===== src/rtl/mem_addr_arb.sv =====
// Round-robin arbiter for a shared bus fronted by a quad 2:1 mux bank.
// Select settles one clock before the strobe; every output is a flop.
module mem_addr_arb #(
    parameter int HOLD_CYCLES = 3
) (
    input  logic clk,
    input  logic reset,
    input  logic req_a,
    input  logic req_b,
    output logic gnt_a,
    output logic gnt_b,
    output logic done,
    output logic mux_sel,
    output logic mux_enb_n,
    output logic busy
);

    localparam logic [1:0] ST_IDLE  = 2'd0;
    localparam logic [1:0] ST_SETUP = 2'd1;
    localparam logic [1:0] ST_HOLD  = 2'd2;
    localparam logic [1:0] ST_DONE  = 2'd3;

    // Counter runs from HOLD_LOAD down to 0, so HOLD lasts HOLD_LOAD+1 clocks; 0 maps to 1.
    localparam int         HOLD_EFF  = (HOLD_CYCLES < 1) ? 1 : ((HOLD_CYCLES > 15) ? 15 : HOLD_CYCLES);
    localparam logic [3:0] HOLD_LOAD = 4'(HOLD_EFF - 1);

    logic [1:0] state_q, state_d;
    logic [3:0] cnt_q, cnt_d;
    logic       last_q, last_d;
    logic       gnt_a_q, gnt_a_d;
    logic       gnt_b_q, gnt_b_d;
    logic       done_q, done_d;
    logic       mux_sel_q, mux_sel_d;
    logic       mux_enb_n_q, mux_enb_n_d;
    logic       busy_q, busy_d;
    logic       winner;

    always_comb begin
        state_d     = state_q;
        cnt_d       = cnt_q;
        last_d      = last_q;
        gnt_a_d     = gnt_a_q;
        gnt_b_d     = gnt_b_q;
        done_d      = done_q;
        mux_sel_d   = mux_sel_q;
        mux_enb_n_d = mux_enb_n_q;
        busy_d      = busy_q;
        winner      = 1'b0;

        case (state_q)
            ST_IDLE: begin
                if (req_a || req_b) begin
                    // Contention goes to whoever was not served last.
                    winner    = (req_a && req_b) ? ~last_q : req_b;
                    state_d   = ST_SETUP;
                    last_d    = winner;
                    mux_sel_d = winner;
                    gnt_a_d   = ~winner;
                    gnt_b_d   = winner;
                    busy_d    = 1'b1;
                end
            end
            ST_SETUP: begin
                state_d     = ST_HOLD;
                cnt_d       = HOLD_LOAD;
                mux_enb_n_d = 1'b0;
            end
            ST_HOLD: begin
                if (cnt_q == 4'd0) begin
                    state_d     = ST_DONE;
                    mux_enb_n_d = 1'b1;
                    done_d      = 1'b1;
                end else begin
                    cnt_d = cnt_q - 4'd1;
                end
            end
            ST_DONE: begin
                state_d = ST_IDLE;
                gnt_a_d = 1'b0;
                gnt_b_d = 1'b0;
                done_d  = 1'b0;
                busy_d  = 1'b0;
            end
            default: begin
                state_d     = ST_IDLE;
                gnt_a_d     = 1'b0;
                gnt_b_d     = 1'b0;
                done_d      = 1'b0;
                mux_enb_n_d = 1'b1;
                busy_d      = 1'b0;
            end
        endcase
    end

    always_ff @(posedge clk or posedge reset) begin
        if (reset) begin
            state_q     <= ST_IDLE;
            cnt_q       <= 4'd0;
            last_q      <= 1'b0;
            gnt_a_q     <= 1'b0;
            gnt_b_q     <= 1'b0;
            done_q      <= 1'b0;
            mux_sel_q   <= 1'b0;
            mux_enb_n_q <= 1'b1;
            busy_q      <= 1'b0;
        end else begin
            state_q     <= state_d;
            cnt_q       <= cnt_d;
            last_q      <= last_d;
            gnt_a_q     <= gnt_a_d;
            gnt_b_q     <= gnt_b_d;
            done_q      <= done_d;
            mux_sel_q   <= mux_sel_d;
            mux_enb_n_q <= mux_enb_n_d;
            busy_q      <= busy_d;
        end
    end

    assign gnt_a     = gnt_a_q;
    assign gnt_b     = gnt_b_q;
    assign done      = done_q;
    assign mux_sel   = mux_sel_q;
    assign mux_enb_n = mux_enb_n_q;
    assign busy      = busy_q;

endmodule


===== config.mk =====
export PLATFORM = sky130hd
export DESIGN_NAME = mem_addr_arb
export DESIGN_NICKNAME = d
export VERILOG_FILES = /design/src/rtl/mem_addr_arb.sv
export SDC_FILE = /design/constraint.sdc
export NUM_CORES = 1
export LEC_CHECK = 0
export CAP_MARGIN = 20
export CORE_MARGIN = 2
export CORE_UTILIZATION = 40
export CTS_BUF_LIST = sky130_fd_sc_hd__clkbuf_4 sky130_fd_sc_hd__clkbuf_8
export CTS_CLUSTER_SIZE = 40
export DETAILED_ROUTE_END_ITERATION = 12
export PLACE_DENSITY_LB_ADDON = 0.05
export SLEW_MARGIN = 30
export SYNTH_ARGS = -nofsm -noshare
export SYNTH_HDL_FRONTEND = slang
export SYNTH_SLANG_ARGS = --single-unit

===== constraint.sdc =====
create_clock -name clk -period 4.3 [get_ports clk]
set_input_delay 0.43 -clock clk [delete_from_list [all_inputs] [get_ports clk]]
set_output_delay 0.43 -clock clk [all_outputs]
set_load 0.01 [all_outputs]

==> Word-level counts from Yosys, hierarchy flattened <==
Index checks and enable logic that the tools add are counted.
{ "classes": {"n_bitwise": 2, "muxes": 15, "reduce_logical": 13, "add_sub_neg": 1, "n_eq_ne": 6} }
{ "op_table": {"columns": ["operator", "count"], "rows": [
  ["AND reduction 2 bit", 6],
  ["one-hot mux 1 bit (2 select lines)", 5],
  ["one-hot mux 2 bit (4 select lines)", 1],
  ["one-hot mux 4 bit (2 select lines)", 1],
  ["!= test 2 bit (second input constant)", 3],
  ["nonzero test 2 bit", 3],
  ["2-to-1 mux 1 bit", 5],
  ["equality test 2 bit (second input constant)", 2],
  ["logical NOT 4 bit", 1],
  ["2-to-1 mux 2 bit", 2],
  ["2-to-1 mux 4 bit", 1],
  ["subtractor 4 x 1 -> 4 bit (second input constant)", 1],
  ["equality test 2 x 1 -> 1 bit (second input constant)", 1],
  ["logical NOT 2 bit", 1],
  ["NOT 1 bit", 2],
  ["logical AND 1 bit", 1],
  ["logical OR 1 bit", 1]
]} }
{ "word_totals": {"regBits": 12, "out_inout_bits": 6, "wordCells": 45} }

==> Depth between registers and ports, before layout <==
Gate-level depths: netlist (run 1).
{ "depth": {"ltp_word": 5, "depth_mapped": 6, "mapped_depth_nobuf": 5} }

==> Least setup slack after synthesis (run 1) <==
No wires, ideal clock.
{ "synth_path": {"path_kind": "flip-flop to flip-flop", "start": "register cnt_q[0]", "end": "register state_q[1]", "arrival_ns": 1.455, "slack_ns": 2.718, "path_stages_with_launch": 6, "cell_sequence": "dfrtp_1 > inv_1 > ha_1 > or3b_4 > a21oi_2 > mux2_1"} }
{ "synth_via": {"elab_chain_len": 3} }
{ "synth_lines": {"columns": ["item", "line_no", "source"], "rows": [
  ["start, declared", "28", "logic [3:0] cnt_q, cnt_d;"],
  ["start signal, assigned", "108", "cnt_q <= cnt_d;"],
  ["logical NOT 4 bit", "69", "if (cnt_q == 4'd0) begin"],
  ["!= test 2 bit (no line)", null, null],
  ["AND reduction 2 bit (no line)", null, null],
  ["end signal, assigned", "107", "state_q <= state_d;"],
  ["end, declared", "27", "logic [1:0] state_q, state_d;"]
]} }
Every way passes these cells.
A chain may end at the register's enable or synchronous reset.

==> Worst setup path in the final report (run 1) <==
{ "layout_path": {"start": "register mux_enb_n_q, in the netlist mux_enb_n", "end": "output port mux_enb_n"} }
{ "layout_lines": {"columns": ["item", "line_no", "source"], "rows": [
  ["start, declared", "34", "logic mux_enb_n_q, mux_enb_n_d;"],
  ["start signal, assigned", "114", "mux_enb_n_q <= mux_enb_n_d;"],
  ["end, declared", "14", "output logic mux_enb_n,"]
]} }
No word-level cell between the ends.

==> results of run 1 <==
routing by layer:
metal | vias to the layer above | global-route usage [%] | wire [um]
li1 | 245 | - | -
met1 | 213 | 19.4 | 545
met2 | 10 | 15.3 | 425
met3 | 2 | 7.35 | 62
met4 | 0 | 5.45 | 13
met5 | - | 0 | 0
worst paths after layout:
kind                                start         end  slack, ps
min in group clk                mux_enb_n   mux_enb_n        460
max in group asynchronous           reset   mux_enb_n       3500
worst max register to register   cnt_q[0]  state_q[1]       2630
worst min-delay path                reset    cnt_q[0]        460
worst min register to register  mux_enb_n   mux_enb_n        460
worst max-delay path            mux_enb_n   mux_enb_n       2550
cells in the mapped netlist:
cell / number / area share (%)
or2b_1: 1 / 1.2
dfrtp_1: 11 / 42
buf_2: 1 / 0.77
nor3_1: 1 / 0.77
a31oi_1: 2 / 1.9
nor2_1: 2 / 1.2
and3_1: 1 / 0.96
o211ai_1: 1 / 1.2
nand3_1: 2 / 1.5
nand2b_1: 2 / 1.9
ha_1: 6 / 12
dfstp_2: 1 / 4.0
or3b_4: 1 / 1.7
a21oi_1: 2 / 1.5
o21ai_0: 2 / 1.5
mux2_1: 1 / 1.7
or2_1: 1 / 0.96
inv_1: 8 / 4.6
a21oi_2: 1 / 1.3
o21ai_1: 1 / 0.77
a32o_1: 1 / 1.5
mux2i_1: 2 / 3.1
nand2_1: 11 / 6.3
nor3b_2: 1 / 1.9
a22o_1: 1 / 1.3
o32a_1: 1 / 1.5
o22ai_1: 1 / 0.96
layout make-up:
type | count | area share (%)
clock buffers | 4 | 4.57
inverters | 8 | 3.79
multi-input cells | 45 | 39.7
flip-flops and latches | 12 | 38.0
well taps | 16 | 2.52
repair buffers | 9 | 11.4
sequential cells by signal (all words and copies together), names as in the netlist:
name       cells
gnt_b          1
busy           1
done           1
gnt_a          1
mux_enb_n      1
state_q        2
mux_sel        1
cnt_q          4
power groups by stage:
stage,sequential [mW],clock [mW],combinational (mW)
detailed placement,0.208,0,0.273
finish,0.206,0.0867,0.269
CTS,0.206,0.0913,0.274
global placement,0.207,0,0.271
global route,0.214,0.0991,0.305
floorplan,0.210,0,0.182
metrics by stage:
| step | instance area (sq um) | std cells | utilization (%) | power [mW] |
|---|---|---|---|---|
| global route | 793 | 94 | 52.1 | 0.617 |
| finish | 793 | 94 | 52.1 | 0.561 |
| detailed placement | 757 | 90 | 49.7 | 0.481 |
| global placement | 757 | 90 | 49.7 | 0.478 |
| CTS | 793 | 94 | 52.1 | 0.571 |
| floorplan | 652 | 66 | - | 0.392 |
kinds of logic after synthesis:
family	count (synthesis)	synth area share (%)
flip-flops	12	46.3
adder cells (fa/ha/maj)	6	11.5
AO/OA/AOI/OAI	13	13.6
AND/OR/NAND/NOR	23	18.4
buffers and inverters	9	5.37
multiplexers	3	4.80
==> run_results.csv, run 1 <==
group,metric,value,unit
clock_tree,cts_root_buf,"clkbuf_4",
clock_tree,clkSinkCount,12,
global_route,track_usage,13.2,%
worst_setup_path,cp-start-kind,"flop",
floorplanning,die_y,44.4,um
timing,worstMarginPinSlew,456,ps
synthesis,synth-seq-cells,12,
flow_run,maxCapViolCount,0,
timing,fin_crit,1750,ps
timing,timing.slew.headroom,69.6,%
worst_setup_path,path_buf_inv,1,
clock_tree,post_cts_resized,0,
finish,multi_input_area,315,sq um
detailed_routing,drt_iter0_drc,7,
detailed_routing,final_antenna_net_count,0,
global_route,antenna_found_initial,0,
finish,synthToLayoutAreaGrowth,21.7,%
worst_setup_path,worstSetupEndpointType,"primary output",
clock_tree,clk_pin_slew,70,ps
placed_design,place_hpwl,832,um
detailed_routing,drt-vias-per-instance,5.00,
worst_setup_path,slowest_stage,"dfstp_2",
timing,tns,0,ps
floorplanning,die_area,0.00197,sq mm
timing,drv_slew,0,
floorplanning,io_pins,10,
power,pwr-share-clk,15.4,%
timing,whs,458,ps
finish,nNetsFinal,89,
worst_setup_path,cp.depth,1,
floorplanning,coreArea,0.00152,sq mm
power,p_seq_share,36.7,%
detailed_routing,routed_wl,1050,um
power,p_sw_share,36.9,%
worst_setup_path,critPathRequiredTime,3870,ps
power,vdd_ir_drop_max,396,uV
worst_setup_path,worstPathMaxFanout,2,
worst_setup_path,crit_family,"flip-flops",
timing,setup_slack,2550,ps
global_route,grt.overflow.total,0,
timing,max_freq,572,MHz
synthesis,syn_inst,66,
worst_setup_path,reg2reg_depth,5,
global_route,first_global_vias,406,
min_path,hold_path_class,"in -> async",
status,status,"complete, no violations",
detailed_routing,vias,470,
placed_design,dpl_worst_slack,2540,ps
clock_tree,insertion_delay,270,ps
finish,register_area,302,sq um
synthesis,syn-cell-area,652,sq um
worst_setup_path,worstPathArrival,1320,ps
global_route,grt_max_degree,13,
floorplanning,die_width,44.4,um
global_route,grt_pass1_wl,1790,um
worst_setup_path,path_cells,"clkdlybuf4s50_1",
clock_tree,postCtsSetupBuffers,0,
clock_tree,postCtsHoldBufs,0,
placed_design,gp_congestion,0.725,
synthesis,synth_area_per_cell,9.88,sq um
finish,layout_common_cells,"nand2_1 (11), dfrtp_1 (11), clkdlybuf4s50_1 (9)",
synthesis,ys_types,27,
power,comb_power_share,47.9,%
finish,fill_cells,146,
timing,setup_viol,0,
finish,antennaDiodeCount,0,
timing,hold_violations,0,
synthesis,syn_nets,76,
worst_setup_path,crit_type,"reg -> out",
timing,finClkSkew,1.26,ps
clock_tree,cts_buffers,3,
clock_tree,clk_path_buf_depth,2,
worst_setup_path,critPathMaxStageDelay,530,ps
floorplanning,start_util,42.8,%
power,p_per_area,708,mW/mm^2
detailed_routing,post_drt_wl_per_cell,11.1,um
synthesis,yosys_warnings,0,
detailed_routing,first_pass_iters,3,
power,p_int,0.354,mW
power,power_switching,0.207,mW
power,leakagePower,0.378,nW
detailed_routing,drc,0,
clock_tree,cts_tree,"done",
floorplanning,rows,14,
placed_design,port_buffers,9,
timing,min_period_over_period,40.7,%
timing,rsz0062_at_grt,"no",
clock_tree,htree_levels,1,
synthesis,yosysSeqAreaShare,46.3,%
finish,final_layout_size_suffix_gt1_share,10.3,%
(Power assumes the default switching activity.)
==> inputs of run 2 (changes only) <==
==> constraint.sdc (replaced) <==
create_clock -name clk -period 1.45 [get_ports clk]
set_input_delay 0.145 -clock clk [delete_from_list [all_inputs] [get_ports clk]]
set_output_delay 0.145 -clock clk [all_outputs]
set_load 0.01 [all_outputs]
==> run_results.csv, run 2 (synthesis results as in run 1) <==
group,metric,value,unit
floorplanning,die_width,44.4,um
placed_design,place_hpwl,898,um
clock_tree,cts_buffers,3,
status,status,"finished with violations",
global_route,grt_pass1_wl,2110,um
detailed_routing,routed_wl,1260,um
finish,final_layout_size_suffix_gt1_share,27.9,%
power,comb_power_share,57.4,%
detailed_routing,drt_iter0_drc,12,
placed_design,port_buffers,9,
placed_design,placed_cell_area,810,sq um
timing,worstMarginPinSlew,463,ps
finish,largestRegisters,"cnt_q x4, state_q x2",
power,p_seq_share,29.2,%
detailed_routing,vias,519,
clock_tree,cts_tree,"done",
clock_tree,clkSinkCount,12,
detailed_routing,final_antenna_net_count,0,
global_route,grt_max_degree,13,
finish,nNetsFinal,97,
finish,layout_common_cells,"dfrtp_1 (11), nand2_1 (10), clkdlybuf4s50_1 (8)",
power,p_int,1.29,mW
clock_tree,clk_pin_slew,80,ps
finish,final_common_cell,"dfrtp_1",
finish,antennaDiodeCount,0,
power,vdd_ir_drop_max,1270,uV
power,p_per_area,2210,mW/mm^2
floorplanning,start_util,42.8,%
timing,max_freq,631,MHz
worst_setup_path,worstSetupEndpointType,"flop",
worst_setup_path,critPathRequiredTime,1650,ps
finish,stdcell_area,923,sq um
global_route,grt.overflow.total,0,
floorplanning,rows,14,
worst_setup_path,crit_type,"reg -> reg",
detailed_routing,first_pass_iters,4,
clock_tree,htree_levels,1,
timing,drv_slew,0,
floorplanning,coreArea,0.00152,sq mm
timing,setup_slack,-136,ps
timing,rsz0062_at_grt,"yes",
timing,finClkSkew,2.82,ps
worst_setup_path,worstPathMaxFanout,4,
status,violations,"negative setup slack",
clock_tree,insertion_delay,270,ps
global_route,first_global_vias,485,
timing,timing.slew.headroom,69.1,%
detailed_routing,drt-vias-per-instance,5.09,
power,power_switching,0.757,mW
floorplanning,io_pins,10,
power,p_sw_share,37.0,%
floorplanning,die_y,44.4,um
global_route,antenna_found_initial,0,
timing,fin_crit,1590,ps
finish,synthToLayoutAreaGrowth,41.7,%
min_path,hold_path_class,"in -> async",
floorplanning,die_area,0.00197,sq mm
placed_design,gp_congestion,0.730,
timing,hold_violations,0,
power,power,2.05,mW
power,pwr-share-clk,13.3,%
power,leakagePower,0.436,nW
worst_setup_path,cp-start-kind,"flop",
finish,regMostFlops,"cnt_q",
detailed_routing,post_drt_wl_per_cell,12.4,um
clock_tree,clk_path_buf_depth,2,
flow_run,maxCapViolCount,0,
global_route,track_usage,15.3,%
worst_setup_path,worstPathArrival,1780,ps
detailed_routing,drc,0,
timing,min_period_over_period,109,%
clock_tree,cts_root_buf,"clkbuf_4",
finish,largest_reg_flops,4,
timing,setup_viol,6,
finish,fill_cells,126,
==> run 2: path summary, 6_finish.rpt <==
path / slack (ps) / startpoint / endpoint / cells past startpoint
min: 170 / reset / cnt_q[0] / 2
max in group asynchronous: 940 / reset / mux_enb_n / 2
min reg2reg: 450 / mux_enb_n / mux_enb_n / 2
min in group clk: 450 / mux_enb_n / mux_enb_n / 2
max reg2reg: -140 / cnt_q[1] / done / 6
max: -140 / cnt_q[1] / done / 6
==> run 2: area by class of cell <==
type,instances,area (sq um),area share (%)
multi-input cells,45,370,40.1
inverters,8,30.0,3.25
flip-flops and latches,12,302,32.7
repair buffers,17,165,17.9
well taps,16,20.0,2.17
clock buffers,4,36.3,3.93
==> run 2: through the flow <==
| stage | setup WS [ps] | setup TNS, ps | util [%] | hold slack [ps] | instances |
|---|---|---|---|---|---|
| final | -136 | -629 | 60.6 | 173 | 102 |
| after global routing | -211 | -956 | 60.6 | 220 | 102 |
| after CTS | -137 | -449 | 58.0 | 194 | 101 |
| after detailed placement | -118 | -382 | 53.1 | 449 | 97 |
| after global placement | -96.0 | -267 | 53.1 | 448 | 97 |
| after floorplan | -116 | -116 | - | 8.98 | 66 |
==> run 2: power groups by stage <==
stage               logic [mW]  registers [mW]  clock network (mW)
finish                    1.17           0.598               0.273
global route              1.30           0.614               0.301
CTS                       1.08           0.592               0.280
detailed placement       0.951           0.594                   0
global placement         0.948           0.590                   0
floorplan                0.541           0.622                   0
==> run 2: repair_timing <==
action | CTS | global route
hold buffers | 0 | 0
buffers inserted | 0 | 1
hold endpoints to repair | 0 | 0
setup endpoints to repair | 7 | 9
pin swaps | 3 | 2
gates resized for setup | 11 | 4
==> run 2: per-layer routing <==
metal	global-route usage, %	vias to the layer above	share of wire, %
met2	20.3	12	41
met3	3.67	2	3.6
li1	-	265	-
met1	21.5	240	54
met5	0	-	0
met4	10.9	0	1.7
==> run 2: critical path, cell delays in order, from the launching register on <==
cell and delay (ps):
dfrtp_1 400, inv_2 80, ha_4 130, or3b_4 400
buf_6 140, or2_1 220, o22ai_1 140
==> inputs of run 3 (changes only) <==
--- a/config.mk
+++ b/config.mk
@@ -12,6 +12,7 @@
 export CTS_CLUSTER_SIZE = 40
 export DETAILED_ROUTE_END_ITERATION = 12
 export PLACE_DENSITY_LB_ADDON = 0.05
+export SKIP_CTS_REPAIR_TIMING = 1
 export SLEW_MARGIN = 30
 export SYNTH_ARGS = -nofsm -noshare
 export SYNTH_HDL_FRONTEND = slang
==> run_results.csv, run 3 (synthesis results as in run 1) <==
group,metric,value,unit
floorplanning,start_util,42.8,%
timing,fin_crit,1590,ps
global_route,grt.overflow.total,0,
clock_tree,htree_levels,1,
finish,layout_common_cells,"dfrtp_1 (11), nand2_1 (10), clkdlybuf4s50_1 (8), buf_4 (8)",
finish,nNetsFinal,98,
worst_setup_path,worstSetupEndpointType,"flop",
clock_tree,insertion_delay,270,ps
timing,finClkSkew,2.07,ps
power,p_per_area,2170,mW/mm^2
finish,synthToLayoutAreaGrowth,36.9,%
worst_setup_path,cp-start-kind,"flop",
detailed_routing,first_pass_iters,4,
power,vdd_ir_drop_max,1080,uV
worst_setup_path,r2r_end,"done",
status,status,"finished with violations",
min_path,hold_path_class,"in -> async",
floorplanning,rows,14,
timing,max_freq,628,MHz
global_route,antenna_found_initial,0,
global_route,grt_pass1_wl,2040,um
clock_tree,cts_tree,"done",
clock_tree,clk_path_buf_depth,2,
finish,final_common_cell,"dfrtp_1",
placed_design,gp_congestion,0.730,
detailed_routing,final_antenna_net_count,0,
placed_design,port_buffers,9,
detailed_routing,post_drt_wl_per_cell,12.4,um
floorplanning,die_y,44.4,um
finish,regMostFlops,"cnt_q",
clock_tree,cts_root_buf,"clkbuf_4",
placed_design,placed_cell_area,810,sq um
power,leakagePower,0.437,nW
global_route,track_usage,14.6,%
clock_tree,cts_buffers,3,
detailed_routing,vias,515,
worst_setup_path,reg2reg_depth,6,
finish,final_layout_size_suffix_gt1_share,26.4,%
detailed_routing,routed_wl,1270,um
worst_setup_path,worstPathMaxFanout,5,
detailed_routing,drt-vias-per-instance,5.00,
timing,hold_violations,0,
timing,setup_slack,-142,ps
worst_setup_path,worstPathArrival,1790,ps
flow_run,maxCapViolCount,0,
finish,largest_reg_flops,4,
timing,worstMarginPinSlew,471,ps
floorplanning,io_pins,10,
clock_tree,clkSinkCount,12,
timing,drv_slew,0,
worst_setup_path,rrSetupSlack,-140,ps
worst_setup_path,crit_type,"reg -> reg",
timing,setup_viol,6,
worst_setup_path,critPathRequiredTime,1650,ps
floorplanning,die_width,44.4,um
clock_tree,clk_pin_slew,80,ps
detailed_routing,drc,0,
detailed_routing,drt_iter0_drc,14,
finish,fill_cells,135,
floorplanning,coreArea,0.00152,sq mm
timing,tns,-613,ps
global_route,grt_max_degree,13,
timing,min_period_over_period,110,%
status,violations,"negative setup slack",
finish,largestRegisters,"cnt_q x4, state_q x2",
worst_setup_path,r2r_start,"cnt_q[1]",
floorplanning,die_area,0.00197,sq mm
finish,antennaDiodeCount,0,
timing,timing.slew.headroom,68.6,%
global_route,first_global_vias,472,
placed_design,place_hpwl,898,um
finish,stdcell_area,892,sq um
timing,rsz0062_at_grt,"yes",
run 3: final cells by class:
cell class / count / area [sq um] / share of cell area [%]
Sequential cell: 12 / 302 / 33.8
Tap cell: 16 / 20.0 / 2.24
Inverter: 8 / 30.0 / 3.37
Clock buffer: 4 / 36.3 / 4.07
Multi-Input combinational cell: 45 / 340 / 38.1
Timing Repair Buffer: 18 / 164 / 18.4
run 3: worst max-delay path, stage by stage (launching register included):
cell     delay, ps
dfrtp_1        390
inv_2           80
ha_4           120
or3b_4         390
buf_6          140
or2_1          230
o22ai_1        160
run 3: worst max path at each step:
stage / startpoint / to / slack (ps) / cells past startpoint
finish: cnt_q[1] / done / -140 / 6
global route: cnt_q[1] / done / -220 / 6
CTS: cnt_q[1] / done / -150 / 6
detailed placement: cnt_q[1] / state_q[1] / -120 / 5
global placement: cnt_q[1] / done / -100 / 6
floorplan: cnt_q[0] / state_q[1] / -120 / 5
run 3: per-layer routing:
metal	wire, um	global-route usage (%)
met1	692	20.8
met4	10	9.09
met3	42	3.67
met5	0	0
met2	528	19.7
run 3: stage by stage:
| step | hold slack (ps) | setup WS (ps) | instances | power, mW | utilization (%) |
|---|---|---|---|---|---|
| finish | 178 | -142 | 103 | 1.93 | 58.5 |
| global route | 220 | -216 | 103 | 2.10 | 58.5 |
| CTS | 194 | -146 | 101 | 1.83 | 55.5 |
| detailed placement | 449 | -118 | 97 | 1.54 | 53.1 |
| global placement | 448 | -96.0 | 97 | 1.54 | 53.1 |
| floorplan | 8.98 | -116 | 66 | 1.16 | - |
run 3: power breakdown:
group | switching, mW | internal (mW)
clock | 0.119 | 0.152
sequential | 0.102 | 0.490
combinational | 0.501 | 0.569
total | 0.722 | 1.21
